<file path="src/rtl/rgb_matrix_scan_driver.sv">
// Column-scan driver for a COLS x ROWS RGB LED matrix: double-buffered frame, serial shift-out,
// latch, then a 16-slot dwell window. Define RGB_SCAN_BRIGHTNESS_EN for per-column PWM brightness.
module rgb_matrix_scan_driver #(
  parameter  int unsigned ROWS       = 8,
  parameter  int unsigned COLS       = 8,
  parameter  int unsigned CLK_DIV    = 4,
  parameter  int unsigned DWELL_SLOT = 1024,
  localparam int unsigned CW         = (COLS > 1) ? $clog2(COLS) : 1
) (
  input  logic                 clk,
  input  logic                 reset,
  input  logic [COLS*ROWS-1:0] frame_red,
  input  logic [COLS*ROWS-1:0] frame_green,
  input  logic [COLS*ROWS-1:0] frame_blue,
`ifdef RGB_SCAN_BRIGHTNESS_EN
  input  logic [3:0]           brightness,
`endif
  input  logic                 frame_valid,
  output logic                 frame_ready,
  output logic [CW-1:0]        col_num,
  output logic                 frame_start,
  output logic                 reset_out,
  output logic                 OE,
  output logic                 SH_CP,
  output logic                 ST_CP,
  output logic                 DS,
  output logic [COLS-1:0]      col_select
);

  localparam int unsigned FW       = COLS * ROWS;
  localparam int unsigned NBITS    = 3 * ROWS;
  localparam int unsigned BW       = (NBITS > 1) ? $clog2(NBITS) : 1;
  localparam int unsigned INIT_CYC = 4;
  localparam int unsigned CMAX0    = (CLK_DIV > DWELL_SLOT) ? CLK_DIV : DWELL_SLOT;
  localparam int unsigned CMAX     = (CMAX0 > INIT_CYC) ? CMAX0 : INIT_CYC;
  localparam int unsigned CNT_W    = $clog2(CMAX + 1);

  typedef enum logic [2:0] {
    S_INIT, S_LOAD, S_SHIFT, S_LATCH, S_DWELL, S_BLANK
  } state_e;

  state_e            state_q, state_d;
  logic [CNT_W-1:0]  cnt_q, cnt_d;
  logic [BW-1:0]     bit_q, bit_d;
  logic              ph_q, ph_d;
  logic [3:0]        slot_q, slot_d;
  logic [CW-1:0]     col_q, col_d;
  logic [NBITS-1:0]  sreg_q, sreg_d;
  logic [FW-1:0]     act_r_q, act_g_q, act_b_q, act_r_d, act_g_d, act_b_d;
  logic [FW-1:0]     shd_r_q, shd_g_q, shd_b_q, shd_r_d, shd_g_d, shd_b_d;
  logic              shd_full_q, shd_full_d;
`ifdef RGB_SCAN_BRIGHTNESS_EN
  logic [3:0]        bright_q, bright_d;
`endif

  logic              transfer;
  logic              accept;
  logic              div_end;
  logic [FW-1:0]     src_r, src_g, src_b;

  always_ff @(posedge clk or posedge reset) begin
    if (reset) begin
      state_q    <= S_INIT;
      cnt_q      <= '0;
      bit_q      <= '0;
      ph_q       <= 1'b0;
      slot_q     <= '0;
      col_q      <= '0;
      sreg_q     <= '0;
      act_r_q    <= '0;
      act_g_q    <= '0;
      act_b_q    <= '0;
      shd_r_q    <= '0;
      shd_g_q    <= '0;
      shd_b_q    <= '0;
      shd_full_q <= 1'b0;
`ifdef RGB_SCAN_BRIGHTNESS_EN
      bright_q   <= '0;
`endif
    end else begin
      state_q    <= state_d;
      cnt_q      <= cnt_d;
      bit_q      <= bit_d;
      ph_q       <= ph_d;
      slot_q     <= slot_d;
      col_q      <= col_d;
      sreg_q     <= sreg_d;
      act_r_q    <= act_r_d;
      act_g_q    <= act_g_d;
      act_b_q    <= act_b_d;
      shd_r_q    <= shd_r_d;
      shd_g_q    <= shd_g_d;
      shd_b_q    <= shd_b_d;
      shd_full_q <= shd_full_d;
`ifdef RGB_SCAN_BRIGHTNESS_EN
      bright_q   <= bright_d;
`endif
    end
  end

  always_comb begin
    state_d    = state_q;
    cnt_d      = cnt_q;
    bit_d      = bit_q;
    ph_d       = ph_q;
    slot_d     = slot_q;
    col_d      = col_q;
    sreg_d     = sreg_q;
    act_r_d    = act_r_q;
    act_g_d    = act_g_q;
    act_b_d    = act_b_q;
    shd_r_d    = shd_r_q;
    shd_g_d    = shd_g_q;
    shd_b_d    = shd_b_q;
    shd_full_d = shd_full_q;
`ifdef RGB_SCAN_BRIGHTNESS_EN
    bright_d   = bright_q;
`endif

    transfer = (state_q == S_LOAD) && (col_q == '0) && shd_full_q;
    accept   = frame_valid && frame_ready;
    div_end  = (cnt_q == CNT_W'(CLK_DIV - 1));

    // Column 0 of a fresh frame is captured straight from the shadow in the transfer cycle.
    src_r = transfer ? shd_r_q : act_r_q;
    src_g = transfer ? shd_g_q : act_g_q;
    src_b = transfer ? shd_b_q : act_b_q;

    if (transfer) begin
      act_r_d    = shd_r_q;
      act_g_d    = shd_g_q;
      act_b_d    = shd_b_q;
      shd_full_d = 1'b0;
    end
    if (accept) begin
      shd_r_d    = frame_red;
      shd_g_d    = frame_green;
      shd_b_d    = frame_blue;
      shd_full_d = 1'b1;
    end

    unique case (state_q)
      S_INIT: begin
        if (cnt_q == CNT_W'(INIT_CYC - 1)) begin
          state_d = S_LOAD;
          cnt_d   = '0;
          col_d   = '0;
        end else begin
          cnt_d = cnt_q + 1'b1;
        end
      end
      S_LOAD: begin
        sreg_d  = {src_r[col_q*ROWS +: ROWS], src_g[col_q*ROWS +: ROWS], src_b[col_q*ROWS +: ROWS]};
        cnt_d   = '0;
        bit_d   = '0;
        ph_d    = 1'b0;
        state_d = S_SHIFT;
`ifdef RGB_SCAN_BRIGHTNESS_EN
        bright_d = brightness;
`endif
      end
      S_SHIFT: begin
        if (div_end) begin
          cnt_d = '0;
          if (!ph_q) begin
            ph_d = 1'b1;
          end else begin
            ph_d   = 1'b0;
            sreg_d = {sreg_q[NBITS-2:0], 1'b0};
            if (bit_q == BW'(NBITS - 1)) begin
              state_d = S_LATCH;
            end else begin
              bit_d = bit_q + 1'b1;
            end
          end
        end else begin
          cnt_d = cnt_q + 1'b1;
        end
      end
      S_LATCH: begin
        if (div_end) begin
          cnt_d   = '0;
          slot_d  = '0;
          state_d = S_DWELL;
        end else begin
          cnt_d = cnt_q + 1'b1;
        end
      end
      S_DWELL: begin
        if (cnt_q == CNT_W'(DWELL_SLOT - 1)) begin
          cnt_d = '0;
          if (slot_q == 4'd15) begin
            state_d = S_BLANK;
          end else begin
            slot_d = slot_q + 1'b1;
          end
        end else begin
          cnt_d = cnt_q + 1'b1;
        end
      end
      S_BLANK: begin
        state_d = S_LOAD;
        col_d   = (col_q == CW'(COLS - 1)) ? '0 : col_q + 1'b1;
      end
      default: state_d = S_INIT;
    endcase
  end

  always_comb begin
    frame_ready = (state_q != S_INIT) && !shd_full_q;
    frame_start = transfer;
    col_num     = col_q;
    reset_out   = (state_q != S_INIT);
    SH_CP       = (state_q == S_SHIFT) && ph_q;
    ST_CP       = (state_q == S_LATCH);
    DS          = (state_q == S_SHIFT) && sreg_q[NBITS-1];
    col_select  = '0;
    OE          = 1'b1;
    if ((state_q == S_LATCH) || (state_q == S_DWELL)) begin
      col_select = COLS'(1) << col_q;
    end
    if (state_q == S_DWELL) begin
`ifdef RGB_SCAN_BRIGHTNESS_EN
      OE = (slot_q >= bright_q);
`else
      OE = 1'b0;
`endif
    end
  end

endmodule

</file>
<file path="config.mk">
export PLATFORM = sky130hd
export DESIGN_NAME = rgb_matrix_scan_driver
export DESIGN_NICKNAME = d
export VERILOG_FILES = /design/src/rtl/rgb_matrix_scan_driver.sv
export SDC_FILE = /design/constraint.sdc
export NUM_CORES = 1
export LEC_CHECK = 0
export CAP_MARGIN = 20
export CELL_PAD_IN_SITES_DETAIL_PLACEMENT = 0
export CELL_PAD_IN_SITES_GLOBAL_PLACEMENT = 1
export CORE_MARGIN = 4
export CORE_UTILIZATION = 49
export CTS_BUF_LIST = sky130_fd_sc_hd__clkbuf_4 sky130_fd_sc_hd__clkbuf_8 sky130_fd_sc_hd__clkbuf_16
export DETAILED_ROUTE_END_ITERATION = 10
export PLACE_DENSITY = 0.9
export SETUP_SLACK_MARGIN = 0.1
export SYNTH_ARGS = -nofsm -noshare
export SYNTH_HDL_FRONTEND = slang
export SYNTH_SLANG_ARGS = --single-unit
</file>
<file path="constraint.sdc">
create_clock -name clk -period 29.4 [get_ports clk]
set_input_delay 4.41 -clock clk [delete_from_list [all_inputs] [get_ports clk]]
set_output_delay 4.41 -clock clk [all_outputs]
set_load 0.02 [all_outputs]
</file>
# After elaboration in Yosys (flattened, before gate mapping)
# Cells that the tools add are included.
[classes]
add_sub_neg = 4
multipliers = 0
div = 0
n_lt_le_gt_ge = 0
eq_ne = 19
n_shift = 4
mux = 35
n_bitwise = 0
n_reduce_logical = 23
[op_table]
columns = ["cell", "n"]
rows = [
  ["two-way mux 64 bit", 3],
  ["variable part select 64 x 7 -> 8 bit", 3],
  ["two-way mux 24 bit", 2],
  ["one-hot mux 24 bit (2 select lines)", 1],
  ["one-hot mux 11 bit (3 select lines)", 1],
  ["two-way mux 3 bit", 9],
  ["two-way mux 11 bit", 2],
  ["one-hot mux 3 bit (6 select lines)", 1],
  ["!= test 2 bit (second input constant)", 8],
  ["two-way mux 5 bit", 3],
  ["two-way mux 4 bit", 3],
  ["adder 11 x 1 -> 11 bit (second input constant)", 1],
  ["== test 11 x 10 -> 1 bit (second input constant)", 1],
  ["== test 11 x 2 -> 1 bit (second input constant)", 1],
  ["one-hot mux 5 bit (2 select lines)", 1],
  ["== test 3 bit (second input constant)", 3],
  ["two-way mux 8 bit", 1],
  ["one-hot mux 4 bit (2 select lines)", 1],
  ["AND reduction 4 bit", 2],
  ["nonzero test 2 bit", 4],
  ["left shift 1 x 3 -> 8 bit (first input constant)", 1],
  ["AND reduction 7 bit", 1],
  ["== test 3 x 2 -> 1 bit (second input constant)", 2],
  ["logical AND 1 bit", 6],
  ["other kinds (17)", 24],
]
[totals]
reg_bits = 436
latch_bits = 0
ramBits = 0
romBits = 0
in_bits = 195
out_inout_bits = 18
word_cells = 99
n_memories = 0

# Logic depth before layout (Yosys ltp)
[logic_depth]
ltp_word = 6
depth_mapped = 14
mapped_depth_nobuf = 9

# Least setup slack after synthesis
# No wires, ideal clock.
[synth_timing]
kind = "reg2out"
startpoint = "register col_q[0] (netlist: col_num[0])"
endpoint = "output frame_start"
arrival_time_ns = 2.613
t_required_ns = 24.990
slack_ns = 22.377
path_stages_with_launch = 12
n_path_buf = 6
cell_sequence = "dfrtp_1 -> inv_1 -> clkbuf_1 -> ha_1 -> and3b_1 -> buf_2 -> nand2_8 -> inv_4 -> buf_4 -> buf_4 -> buf_2 -> clkbuf_1"
[synth_via]
elab_chain_len = 3
[synth_rtl]
columns = ["element", "line", "source"]
rows = [
  ["from (decl)", "47", "logic [CW-1:0] col_q, col_d;"],
  ["from (signal assigned)", "86", "col_q <= col_d;"],
  ["logical NOT 3 bit", "120", "transfer = (state_q == S_LOAD) && (col_q == '0) && shd_full_q;"],
  ["logical AND 1 bit (2 in series)", "120", ""],
  ["to (decl)", "21", "output logic frame_start,"],
]
# Every way passes these cells.

# Final worst setup path
# Same ends and word-level chain as after synthesis.

==> results.tsv <==
stage	metric	value	unit
setup_path	cp-end-kind	primary output	
power_and_ir_drop	p_leak	0.0107	uW
detailed_routing	wl_per_cell	20.4	um
logic_synthesis	syn-cell-area	19300	sq um
layout	drive_above_1_share	0.202	
power_and_ir_drop	sequentialPowerShare	0.503	
logic_synthesis	synth_edf_count	0	
logic_synthesis	synthFlopType	dfrtp_1	
layout	nFillCells	3099	
power_and_ir_drop	vdd_drop_max	0.0000466	V
logic_synthesis	syn_nets	1929	
sta	fin_worst_skew	0.0130	ns
clock_network	numCtsBuffers	47	
clock_network	clkSlewWorstSetupHoldPaths	0.06	ns
sta	tns	0	ns
die	rows	72	
sta	rsz0062_at_grt	no	
sta	finalHoldViolCount	0	
detailed_routing	drt_wl_total	50.0	mm
die	die_x	206	um
placed_design	dp_worst_setup_slack	21.50	ns
power_and_ir_drop	pwr-share-clk	0.397	
sta	setup_viol	0	
die	fp.dieH	206	um
setup_path	crit_required	24.99	ns
detailed_routing	final_antenna_net_count	0	
sta	fin_crit	8.48	ns
layout	multi_input_area	7780	sq um
power_and_ir_drop	switchingPower	376	uW
setup_path	start_kind	register	
detailed_routing	drtPass1Iterations	5	
sta	worst_slew_pin_slew	1.08	ns
clock_network	cts_buffer_depth	3	
placed_design	hpwl	33.3	mm
die	dieArea	42600	sq um
detailed_routing	drtIter0Drc	1196	
clock_network	clkSinkCount	436	
sta	max_freq	0.118	GHz
global_route	grt_use_total	0.234	
die	core_area	38800	sq um
logic_synthesis	synth.avg_cell_area	11.2	sq um
layout	nNetsFinal	2095	
power_and_ir_drop	p_comb_frac	0.100	
power_and_ir_drop	p_per_area	66.8	nW/um^2
detailed_routing	drc	0	
setup_path	crit_fanout	122	
clock_network	cts_hold_buffers	0	
placed_design	port_buffers	212	
run	cap_violations	0	
global_route	grt_max_degree	129	
global_route	grt-ovfl-total	0	
layout	n_antenna_cell	0	
logic_synthesis	syn_inst	1725	
logic_synthesis	ys_types	63	
detailed_routing	via_per_inst	5.69	
detailed_routing	via_count	13900	
sta	maxSlewViolCount	0	
layout	syn_to_final_growth	21.4	%
clock_network	cts_tree	built	
global_route	grt_pass1_vias	14000	
power_and_ir_drop	internal-power	1190	uW
die	initial_core_util	0.497	
logic_synthesis	synth_warnings	0	
layout	ff_latch_area	10900	sq um
logic_synthesis	synth-seq-cells	436	
clock_network	htree_num_levels	2	
global_route	antenna_found_initial	0	
min_path	min_path_type	register to register	
power_and_ir_drop	sw_frac_of_total	0.241	
clock_network	post_cts_buffers	0	
clock_network	root_buffer	clkbuf_16	
placed_design	place.gp.congestion	0.887	
sta	fin_crit_sh	0.288	
die	io_pins	213	
clock_network	cts_resized	0	
sta	slew_headroom	0.278	
logic_synthesis	async_flop_share	1.00	
sta	worst_slack	20.92	ns
clock_network	insertion_delay	0.58	ns
global_route	grt_first_pass_wirelength	78.2	mm
setup_path	critical_path_class	register to primary output	
logic_synthesis	ys_seq_area_frac	0.565	
setup_path	cp_data_arrival_time	4.07	ns
run_status	status	finished clean	
==> cell type report <==
| class | count | area share |
|---|---|---|
| Sequential cell | 436 | 0.466 |
| Timing Repair Buffer | 231 | 0.0989 |
| Clock inverter | 14 | 0.00924 |
| Clock buffer | 72 | 0.0609 |
| Inverter | 31 | 0.00539 |
| Multi-Input combinational cell | 1144 | 0.332 |
| Tap cell | 518 | 0.0277 |
==> flip-flops by register name, indices dropped and copies added (netlist names) <==
signal	flops
act_r_q	64
state_q	3
shd_b_q	64
act_b_q	64
cnt_q	11
slot_q	4
ph_q	1
shd_r_q	64
shd_g_q	64
act_g_q	64
bit_q	5
sreg_q	24
shd_full_q	1
col_num	3
==> cell usage in the layout, fill, tap and decap left out, drive strengths merged, types with 18 or more instances in the layout <==
| cell type | instances |
|---|---|
| a211oi | 51 |
| a21oi | 55 |
| a31oi | 18 |
| buf | 19 |
| clkbuf | 72 |
| clkdlybuf4s50 | 212 |
| dfrtp | 436 |
| inv | 31 |
| mux2 | 243 |
| nand2 | 394 |
| nand3 | 21 |
| nor2 | 33 |
| nor3 | 32 |
| o21ai | 93 |
==> worst max-delay path, cell delays in order (launching register included) <==
cell,delay (ns)
dfrtp_4,0.71
inv_1,0.17
ha_1,0.21
and3b_1,0.61
nand2_8,0.55
inv_4,0.52
clkdlybuf4s50_1,0.69
==> per-stage QoR <==
stage          hold slack (ns)  cells  cell area [sq um]  power (uW)  utilization
2_1_floorplan            0.433   1725              19300         867            -
3_3_place_gp             0.445   2357              21700         941        0.559
3_5_place_dp             0.455   2357              21700         953        0.559
4_1_cts                  0.465   2443              23400        1580        0.601
5_1_grt                  0.485   2446              23400        1630        0.603
6_report                 0.456   2446              23400        1560        0.603
==> logic make-up (layout without fill, tap and decap cells) <==
logic type | count (synthesis) | count (layout) | synth area share
compound gates | 323 | 323 | 0.112
xor+xnor | 2 | 2 | 0.000908
fa+ha+maj | 9 | 9 | 0.00583
buf+inv | 145 | 348 | 0.0329
flops | 436 | 436 | 0.565
mux | 272 | 272 | 0.165
simple gates | 538 | 538 | 0.118
==> cell usage after synthesis, types with 11 or more instances <==
master	n	share of area
nand3_1	20	0.0052
mux4_2	13	0.015
nand2_1	393	0.076
a211oi_1	51	0.020
nor2_1	33	0.0064
dfrtp_1	436	0.57
mux2_2	242	0.14
clkbuf_1	57	0.011
inv_1	28	0.0054
o21ai_1	11	0.0029
a31oi_1	18	0.0058
o21ai_0	80	0.021
buf_2	49	0.013
o22ai_1	13	0.0042
a22o_1	16	0.0073
nor3_1	32	0.0083
a21oi_1	55	0.014
o311a_1	12	0.0062
mux2i_1	16	0.0083
o221ai_1	13	0.0059
==> routing by layer <==
metal  GRT usage  up-vias  part of all wire
met1       0.325     6937              0.42
met2       0.383      460              0.49
met3      0.0330       90             0.065
li1            -     6427                 -
met5           0        -                 0
met4      0.0746        0             0.027
==> worst paths after layout <==
path / startpoint / endpoint / slack (ns) / cells after the start
max: col_num[0] / frame_start / 20.92 / 6
min: shd_g_q[48] / act_g_q[48] / 0.46 / 2
max reg2reg: col_num[0] / sreg_q[0] / 24.38 / 10
min reg2reg: shd_g_q[48] / act_g_q[48] / 0.46 / 2
max in group asynchronous: reset / shd_r_q[21] / 23.40 / 3
min in group asynchronous: reset / shd_b_q[1] / 4.38 / 2
==> power by group through the flow <==
stage | clock, uW | sequential [uW] | combinational (uW)
after floorplan | 0 | 754 | 114
final | 621 | 786 | 157
after detailed placement | 0 | 795 | 158
after global routing | 656 | 797 | 173
after CTS | 631 | 786 | 159
after global placement | 0 | 791 | 150
(Power assumes the default switching activity.)
